[config.mk]
export PLATFORM = sky130hd
export DESIGN_NAME = pit_8253
export DESIGN_NICKNAME = d
export VERILOG_FILES = /design/src/rtl/pit_8253.sv
export SDC_FILE = /design/constraint.sdc
export NUM_CORES = 1
export LEC_CHECK = 0
export CAP_MARGIN = 0
export CORE_MARGIN = 4
export CORE_UTILIZATION = 45
export CTS_CLUSTER_SIZE = 25
export DETAILED_ROUTE_END_ITERATION = 10
export HOLD_SLACK_MARGIN = 0.15
export PLACE_DENSITY = 0.64
export SLEW_MARGIN = 0
export SYNTH_ARGS = -nofsm -noshare
export SYNTH_HDL_FRONTEND = slang
export SYNTH_HIERARCHICAL = 1
export SYNTH_SLANG_ARGS = --single-unit
[constraint.sdc]
create_clock -name iClk -period 3.55 [get_ports iClk]
set_input_delay 0.8875 -clock iClk [delete_from_list [all_inputs] [get_ports iClk]]
set_output_delay 0.8875 -clock iClk [all_outputs]
set_load 0.05 [all_outputs]
[src/rtl/pit_8253.sv]
// 8253-style programmable interval timer for a PC-compatible core.
// Channels 0 and 2 are implemented. Channel 1 is absent.
// Channel 0 drives IRQ0. Channel 2 drives the speaker and is gated by iGate2.
// Counting is binary only. Counters advance on a ~1.19 MHz tick derived from iClk.

// One counter channel: control word, count load, latch, readback and the
// mode 0/2/3 counting engine.
module pit_8253_counter (
    input  logic       clk,
    input  logic       rst,
    input  logic       tick,
    input  logic       gate,
    input  logic       ctrl_wr,
    input  logic       latch_cmd,
    input  logic       data_wr,
    input  logic       rd_done,
    input  logic [7:0] wdata,
    output logic [7:0] rd_byte,
    output logic       out
);

    typedef enum logic [1:0] {
        MODE0 = 2'b00,
        MODE2 = 2'b10,
        MODE3 = 2'b11
    } mode_e;

    typedef enum logic [1:0] {
        RW_LATCH = 2'b00,
        RW_LSB   = 2'b01,
        RW_MSB   = 2'b10,
        RW_WORD  = 2'b11
    } rw_e;

    mode_e       mode;
    rw_e         rw;
    logic [15:0] count;
    logic [7:0]  wr_lsb;
    logic        wr_tog;
    logic        rd_tog;
    logic [16:0] ce;
    logic [15:0] latch_val;
    logic        latched;
    logic        armed;
    logic        init_pending;
    logic        running;
    logic        gate_q;

    logic [16:0] n_raw;
    logic [16:0] n_rep;
    logic [16:0] half_hi;
    logic [16:0] half_lo;
    logic [16:0] init_val;
    logic [15:0] new_count;
    logic [15:0] rd_src;
    logic        gate_rise;
    logic        unused_ctrl_bits;

    // SC is decoded by the parent. BCD is unsupported. Mode bit 2 only
    // distinguishes modes that behave identically here.
    assign unused_ctrl_bits = ^{wdata[7:6], wdata[3], wdata[0]};

    // A count of zero stands for 65536.
    // The periodic modes cannot run with a count of 1, so they use 2.
    assign n_raw   = (count == 16'd0) ? 17'h10000 : {1'b0, count};
    assign n_rep   = (n_raw == 17'd1) ? 17'd2 : n_raw;
    assign half_hi = n_rep + {16'd0, n_rep[0]};
    assign half_lo = n_rep - {16'd0, n_rep[0]};

    assign gate_rise = gate & ~gate_q;

    // Initial counter value and assembled reload value for the current mode and RW.
    always_comb begin
        // NOTE: every always_comb output gets a default first so no path can infer a latch.
        init_val  = n_rep;
        new_count = count;
        case (mode)
            MODE0:   init_val = n_raw;
            MODE2:   init_val = n_rep;
            default: init_val = half_hi;
        endcase
        case (rw)
            RW_LSB:  new_count = {8'h00, wdata};
            RW_MSB:  new_count = {wdata, 8'h00};
            RW_WORD: new_count = {wdata, wr_lsb};
            default: new_count = count;
        endcase
    end

    // Readback byte: the held latch takes priority over the live counter.
    always_comb begin
        rd_src = latched ? latch_val : ce[15:0];
        case (rw)
            RW_MSB:  rd_byte = rd_src[15:8];
            RW_WORD: rd_byte = rd_tog ? rd_src[15:8] : rd_src[7:0];
            default: rd_byte = rd_src[7:0];
        endcase
    end

    // Channel state. A CPU access to this channel takes precedence over the tick in that cycle.
    always_ff @(posedge clk) begin
        // NOTE: sequential state uses non-blocking assignments so every register samples pre-edge values.
        if (rst) begin
            // NOTE: the reset clears every register. This block has no memory array that could skip reset.
            mode         <= MODE0;
            rw           <= RW_LATCH;
            count        <= '0;
            wr_lsb       <= '0;
            wr_tog       <= 1'b0;
            rd_tog       <= 1'b0;
            ce           <= '0;
            latch_val    <= '0;
            latched      <= 1'b0;
            armed        <= 1'b0;
            init_pending <= 1'b0;
            running      <= 1'b0;
            gate_q       <= 1'b0;
            out          <= 1'b0;
        end else begin
            gate_q <= gate;

            if (rd_done) begin
                if (rw == RW_WORD)
                    rd_tog <= ~rd_tog;
                if (latched && (rw != RW_WORD || rd_tog))
                    latched <= 1'b0;
            end

            if (latch_cmd && !latched) begin
                latch_val <= ce[15:0];
                latched   <= 1'b1;
            end

            if (ctrl_wr) begin
                mode         <= mode_e'(wdata[2] ? {1'b1, wdata[1]} : 2'b00);
                rw           <= rw_e'(wdata[5:4]);
                wr_tog       <= 1'b0;
                rd_tog       <= 1'b0;
                latched      <= 1'b0;
                armed        <= 1'b0;
                init_pending <= 1'b0;
                running      <= 1'b0;
                out          <= wdata[2];
            end else if (data_wr) begin
                if (rw == RW_WORD && !wr_tog) begin
                    wr_lsb <= wdata;
                    wr_tog <= 1'b1;
                end else if (rw != RW_LATCH) begin
                    count  <= new_count;
                    wr_tog <= 1'b0;
                    armed  <= 1'b1;
                    if (mode == MODE0) begin
                        out          <= 1'b0;
                        running      <= 1'b0;
                        init_pending <= 1'b1;
                    end else if (!armed) begin
                        init_pending <= 1'b1;
                    end
                end
            end else if (!latch_cmd) begin
                if (gate_rise) begin
                    if (armed) begin
                        init_pending <= 1'b1;
                        running      <= 1'b0;
                    end
                end else if (!gate) begin
                    if (mode != MODE0)
                        out <= 1'b1;
                end else if (tick) begin
                    if (init_pending) begin
                        ce           <= init_val;
                        init_pending <= 1'b0;
                        running      <= 1'b1;
                        if (mode != MODE0)
                            out <= 1'b1;
                    end else if (running) begin
                        case (mode)
                            MODE0: begin
                                if (ce == 17'd1)
                                    out <= 1'b1;
                                ce <= (ce == 17'd0) ? 17'h0FFFF : ce - 17'd1;
                            end
                            MODE2: begin
                                if (ce == 17'd2) begin
                                    ce  <= 17'd1;
                                    out <= 1'b0;
                                end else if (ce <= 17'd1) begin
                                    ce  <= n_rep;
                                    out <= 1'b1;
                                end else begin
                                    ce <= ce - 17'd1;
                                end
                            end
                            default: begin
                                if (ce <= 17'd2) begin
                                    out <= ~out;
                                    ce  <= out ? half_lo : half_hi;
                                end else begin
                                    ce <= ce - 17'd2;
                                end
                            end
                        endcase
                    end
                end
            end
        end
    end

endmodule

// Top level: tick generator, IO decode and the two counter channels.
module pit_8253 #(
    parameter int unsigned TICK_STEP = 7820,
    parameter int unsigned ACC_W     = 16
) (
    input  logic        iClk,
    input  logic        iRst,
    input  logic [19:0] iAddr,
    input  logic [7:0]  iData,
    input  logic        iIoWr,
    input  logic        iIoRd,
    input  logic        iGate2,
    output logic        oSel,
    output logic [7:0]  oData,
    output logic        oIrq0,
    output logic        oSpk
);

    logic [ACC_W-1:0] acc;
    logic [ACC_W:0]   acc_sum;
    logic             tick;
    logic             hit;
    logic [1:0]       port;
    logic             cw_wr;
    logic             cw_is_latch;
    logic             cw_ch0;
    logic             cw_ch2;
    logic [7:0]       ch0_byte;
    logic [7:0]       ch2_byte;
    logic             unused_addr_hi;

    assign unused_addr_hi = ^iAddr[19:16];

    assign acc_sum = {1'b0, acc} + (ACC_W + 1)'(TICK_STEP);
    assign tick    = acc_sum[ACC_W];

    // Phase accumulator. Its carry out is the counter tick.
    always_ff @(posedge iClk) begin
        if (iRst)
            acc <= '0;
        else
            acc <= acc_sum[ACC_W-1:0];
    end

    assign hit         = (iAddr[15:2] == 14'h0010);
    assign port        = iAddr[1:0];
    assign cw_wr       = iIoWr & hit & (port == 2'd3);
    assign cw_is_latch = (iData[5:4] == 2'b00);
    assign cw_ch0      = cw_wr & (iData[7:6] == 2'b00);
    assign cw_ch2      = cw_wr & (iData[7:6] == 2'b10);

    pit_8253_counter u_ch0 (
        .clk       (iClk),
        .rst       (iRst),
        .tick      (tick),
        .gate      (1'b1),
        .ctrl_wr   (cw_ch0 & ~cw_is_latch),
        .latch_cmd (cw_ch0 & cw_is_latch),
        .data_wr   (iIoWr & hit & (port == 2'd0)),
        .rd_done   (iIoRd & hit & (port == 2'd0)),
        .wdata     (iData),
        .rd_byte   (ch0_byte),
        .out       (oIrq0)
    );

    pit_8253_counter u_ch2 (
        .clk       (iClk),
        .rst       (iRst),
        .tick      (tick),
        .gate      (iGate2),
        .ctrl_wr   (cw_ch2 & ~cw_is_latch),
        .latch_cmd (cw_ch2 & cw_is_latch),
        .data_wr   (iIoWr & hit & (port == 2'd2)),
        .rd_done   (iIoRd & hit & (port == 2'd2)),
        .wdata     (iData),
        .rd_byte   (ch2_byte),
        .out       (oSpk)
    );

    assign oSel = iIoRd & hit;

    // Read-data mux. The absent channel 1 and the control port read as all ones.
    always_comb begin
        oData = 8'hFF;
        case (port)
            2'd0:    oData = ch0_byte;
            2'd2:    oData = ch2_byte;
            default: oData = 8'hFF;
        endcase
    end

endmodule

# [Word-level counts from Yosys, hierarchy flattened]
# Cells that the tools add are included.
[classes] n_bitwise=29 magnitude_cmp=4 eq_ne=51 addsub=9 n_reduce_logical=64 n_mux=107
[op_table] operator="17-bit 2-to-1 mux" n=18
[op_table] operator="17-bit case mux with 2 select lines" n=4
[op_table] operator="16-bit case mux with 3 select lines" n=2
[op_table] operator="1-bit 2-to-1 mux" n=73
[op_table] operator="17-bit by 1-bit equality test with 1-bit output (second input constant)" n=4
[op_table] operator="8-bit case mux with 2 select lines" n=3
[op_table] operator="17-bit by 1-bit adder with 17-bit output" n=2
[op_table] operator="17-bit by 2-bit equality test with 1-bit output (second input constant)" n=2
[op_table] operator="17-bit by 1-bit <= comparator with 1-bit output (second input constant)" n=2
[op_table] operator="17-bit by 2-bit <= comparator with 1-bit output (second input constant)" n=2
[op_table] operator="17-bit logical NOT" n=2
[op_table] operator="17-bit by 1-bit subtractor with 17-bit output" n=2
[op_table] operator="17-bit by 1-bit subtractor with 17-bit output (second input constant)" n=2
[op_table] operator="17-bit by 2-bit subtractor with 17-bit output (second input constant)" n=2
[op_table] operator="16-bit logical NOT" n=2
[op_table] operator="16-bit 2-to-1 mux" n=2
[op_table] operator="3-bit by 2-bit inequality test with 1-bit output (second input constant)" n=9
[op_table] operator="2-bit nonzero test" n=12
[op_table] operator="3-bit nonzero test" n=8
[op_table] operator="7-bit AND reduction" n=3
[op_table] operator="2-bit inequality test (second input constant)" n=10
[op_table] operator="2-bit equality test (second input constant)" n=9
[op_table] operator="16-bit by 13-bit adder with 17-bit output (second input constant)" n=1
[op_table] operator="8-bit 2-to-1 mux" n=2
[op_table] operator="other kinds (30)" n=86
[word_totals] word_cells=293 in_bits=33 register_bits=154

# [Logic depth before layout (Yosys ltp)]
[logic_depth] word_depth=12 depth_mapped=13 mapped_depth_nobuf=11

# [Hierarchy]
# Netlist, hierarchy kept.
[by_module_without_submodules] module="pit_8253_counter at u_ch2" cells_each=712 seq_area_each_um2=1381.3 instances=1 area_each_um2=5442.7
[by_module_without_submodules] module="pit_8253_counter at u_ch0" cells_each=685 seq_area_each_um2=1381.3 instances=1 area_each_um2=5253.8
[by_module_without_submodules] module="pit_8253" cells_each=108 seq_area_each_um2=280.3 instances=1 area_each_um2=878.3

# [Least setup slack after synthesis]
# OpenSTA, ideal clock, no wires.
[synth_path] path_type="in2reg" start="in iAddr[3]" end="reg u_ch0.count[10]" stages=10 slack_ps=-120 arrival_ps=3542 required_time_ps=3422 setup_time_ps=128 cell_sequence="or4_1 -> or2_2 -> nor4b_2 -> clkbuf_1 -> inv_1 -> or4_1 -> clkbuf_1 -> clkbuf_1 -> a22oi_1 -> nor2_1"
[synth_via] elab_chain_len=7
[synth_lines] item="start, declared" line="218" rtl="input logic [19:0] iAddr,"
[synth_lines] item="14-bit by 5-bit equality test with 1-bit output *" line="255" rtl="assign hit = (iAddr[15:2] == 14'h0010);"
[synth_lines] item="1-bit AND *" line="257, 269"
[synth_lines] item="1-bit AND" line="257" rtl="assign cw_wr = iIoWr & hit & (port == 2'd3);"
[synth_lines] item="1-bit AND" line="259" rtl="assign cw_ch0 = cw_wr & (iData[7:6] == 2'b00);"
[synth_lines] item="1-bit AND" line="267" rtl=".ctrl_wr (cw_ch0 & ~cw_is_latch),"
[synth_lines] item="1-bit inverter (no line)"
[synth_lines] item="5-bit AND reduction (no line) *"
[synth_lines] item="end signal, assigned" line="149" rtl="count <= new_count;"
[synth_lines] item="end, declared" line="37" rtl="logic [15:0] count;"
# Mark *: on every way between the ends. The rest lies on a longest branch, timed or not.
# A chain may end at the register's enable or synchronous reset.

# [Worst setup path in the final report]
[layout_path] start="in iAddr[3]" end="out oSel"
[layout_via] elab_chain_len=2
[layout_lines] item="14-bit by 5-bit equality test with 1-bit output" line="255"
[layout_lines] item="1-bit AND" line="290" rtl="assign oSel = iIoRd & hit;"
[layout_lines] item="end, declared" line="223" rtl="output logic oSel,"
# Every way passes these cells.

==> flow_metrics.env <==
export IMPL_status="finished with violations"
export IMPL_violations="negative setup slack"
export IMPL_grt_total_usage=0.2713
export IMPL_path_cells="clkdlybuf4s50_1 -> or4_4 -> or2_2 -> buf_4 -> nor2_4 -> buf_12"
export IMPL_hold_buffers=0
export IMPL_critPathMaxStageDelay_ns=0.58
export IMPL_synthFlopType="dfxtp_1"
export IMPL_synth_seq_cells=152
export IMPL_cts_tree="done"
export IMPL_nets=1591
export IMPL_io_pins=44
export IMPL_vias_per_cell=6.329
export IMPL_synth_area_mm2=0.01157
export IMPL_whs_ns=0.4536
export IMPL_crit_fanout=3
export IMPL_leakagePower_uw=0.004872
export IMPL_yosys_area_top_type="dfxtp_1"
export IMPL_grt_max_degree=67
export IMPL_power_uw=3934
export IMPL_grt_pass1_vias=11000
export IMPL_drive_gt1_frac=0.1568
export IMPL_fin_crit_ns=3.552
export IMPL_rsz0062_at_grt="yes"
export IMPL_fillers=2475
export IMPL_clockBufferDepth=2
export IMPL_die_h_um=168.4
export IMPL_finalWirelength_mm=39.32
export IMPL_synth_warnings=6
export IMPL_arrival_ns=2.66
export IMPL_synth_edff_count=0
export IMPL_ys_top_cells_by_area="dfxtp_1 (26%), nand2_1 (5.7%), a21oi_1 (4.9%)"
export IMPL_cts_htree_levels=4
export IMPL_p_per_area_mw_per_mm2=296.3
export IMPL_drc=0
export IMPL_cts_reportedPaths_clkPinSlew_ns=0.06
export IMPL_hpwl_mm=28.71
export IMPL_io_buffers=39
export IMPL_slowest_stage="or4_4"
export IMPL_fin_crit_sh=1.000
export IMPL_insertion_delay_ns=0.43
export IMPL_dr_pass1_iters=6
export IMPL_routedWlPerCell_um=20.85
export IMPL_yosysMostFrequentCell="nand2_1"
export IMPL_multiInputGateArea_mm2=0.007789
export IMPL_postLayoutCoreUtil=0.5258
export IMPL_yosysTopAreaCellShare=0.2629
export IMPL_antenna_cells=0
export IMPL_max_slew_margin_rel=0.3546
export IMPL_hp_class="reg -> reg"
export IMPL_syn_avg_cell_area_um2=7.691
export IMPL_max_freq_ghz=0.2816
export IMPL_dp_cells=1852
export IMPL_seqCellArea_mm2=0.003043
export IMPL_die_w_um=168.4
export IMPL_grt_antenna_before_repair=0
export IMPL_hold_violations=0
export IMPL_drv_cap=0
export IMPL_area_delta_synth_final_pct=14.72
export IMPL_vias=11940
export IMPL_clock_skew_ns=0.01106
export IMPL_dieArea_mm2=0.02835
export IMPL_synthArstFlopShare=0
export IMPL_synth_common_cells="nand2_1 (177), dfxtp_1 (152), nor2_1 (137)"
export IMPL_cts_root_buf="clkbuf_16"
export IMPL_cts_sinks=152
export IMPL_drv_slew=0
export IMPL_overflow=0
export IMPL_worst_pin_slew_ns=0.9636
export IMPL_setup_violations=1
export IMPL_stdcell_count=1886
export IMPL_timing_final_ws_setup_ns=-0.001554
export IMPL_grt_first_pass_wirelength_mm=62.53
export IMPL_worst_setup_path_type="in -> out"
export IMPL_postRouteAntennaNets=0
export IMPL_synth_distinct_cells=101
export IMPL_drt_iter0_drc=1607
export IMPL_core_area_mm2=0.02525
export IMPL_cts_inserted_buffers=17
export IMPL_irDropWorstVdd_uv=219.6
export IMPL_start_kind="input port"
export IMPL_yosysSeqAreaShare=0.2629
export IMPL_crit_required_ns=2.66
export IMPL_start_util=0.4583
export IMPL_row_count=58
export IMPL_gp_congestion=0.9628
export IMPL_end_kind="primary output"
export IMPL_synth_cells=1505
## worst max-delay path, delay by kind of cell
kind          cells  cell delay (ns)
buf+inv           3             0.74
simple gates      3             1.03
## cells by family (layout without fill, tap and decap cells)
group / count (synthesis) / count (layout) / share of synthesized area
adder cells (fa/ha/maj): 15 / 15 / 0.01621
AO/OA/AOI/OAI: 376 / 376 / 0.2219
AND/OR/NAND/NOR: 633 / 633 / 0.2855
multiplexers: 49 / 49 / 0.06075
other: 1 / 7 / 0.0003240
XOR/XNOR: 105 / 105 / 0.07945
flip-flops: 152 / 152 / 0.2629
buffers and inverters: 174 / 219 / 0.07296
## stage by stage
step	worst slack (ns)	area, um2	TNS (ns)
4_1_cts	0.01431	13210	0
5_1_grt	-0.01859	13280	-0.06221
3_3_place_gp	-0.4291	12580	-19.28
3_5_place_dp	-0.4781	12580	-24.66
6_report	-0.001554	13280	-0.001554
2_1_floorplan	0.02085	11600	0
## layer usage
metal,up-vias,track usage,wire (um)
met5,-,0,0
met2,619,0.4029,16890
met3,48,0.05119,3814
met4,0,0.05046,502
li1,5541,-,-
met1,5728,0.4115,18110
## area by class of cell
cell class                      instances  area share
Inverter                               30    0.008480
Timing Repair Buffer                  157     0.09884
Clock buffer                           19     0.03336
Clock inverter                         13     0.01253
Sequential cell                       152      0.2292
Multi-Input combinational cell       1185      0.5865
Tap cell                              330     0.03109
## sequential cells by signal, summed over array words and instances, names as in the netlist, 2 cells and up
signal	count
u_ch0/ce	17
u_ch2/latch_val	16
u_ch2/count	16
u_ch2/mode	2
u_ch0/mode	2
u_ch0/count	16
u_ch2/rw	2
u_ch0/rw	2
u_ch0/wr_lsb	8
u_ch2/wr_lsb	8
u_ch0/latch_val	16
acc	14
u_ch2/ce	17
## where the power goes
group	switching [uW]	internal [uW]
clock	798	1140
combinational	139	107
sequential	25.5	1730
## timing repair
action	in CTS	in global routing
setup buffers	0	2
pin swaps	0	4
resized for setup	5	12
setup endpoints to repair	5	53
## cell usage in the layout (no fill, tap or decap), types with 21 or more instances in the layout
cell type        count
inv_1               29
nor2_1             135
mux2i_1             29
xnor2_1             55
clkdlybuf4s50_1     29
a21oi_1            113
o21ai_0             54
nor4_1              22
dfxtp_1            152
nor2b_1             40
a211oi_1            27
nand2_1            177
nor3_1              60
xor2_1              50
buf_4              121
nand3_1             51
nand4_1             21
## final timing paths
kind / slack, ns / from / endpoint / cells past startpoint
max reg2reg: 0.30 / acc[2] / u_ch0/ce[1] / 12
min: 0.45 / u_ch0/latch_val[12] / u_ch0/latch_val[12] / 2
max: -0.002 / iAddr[3] / oSel / 6
min reg2reg: 0.45 / u_ch0/latch_val[12] / u_ch0/latch_val[12] / 2
No activity file was read; power rests on OpenSTA's default activity.
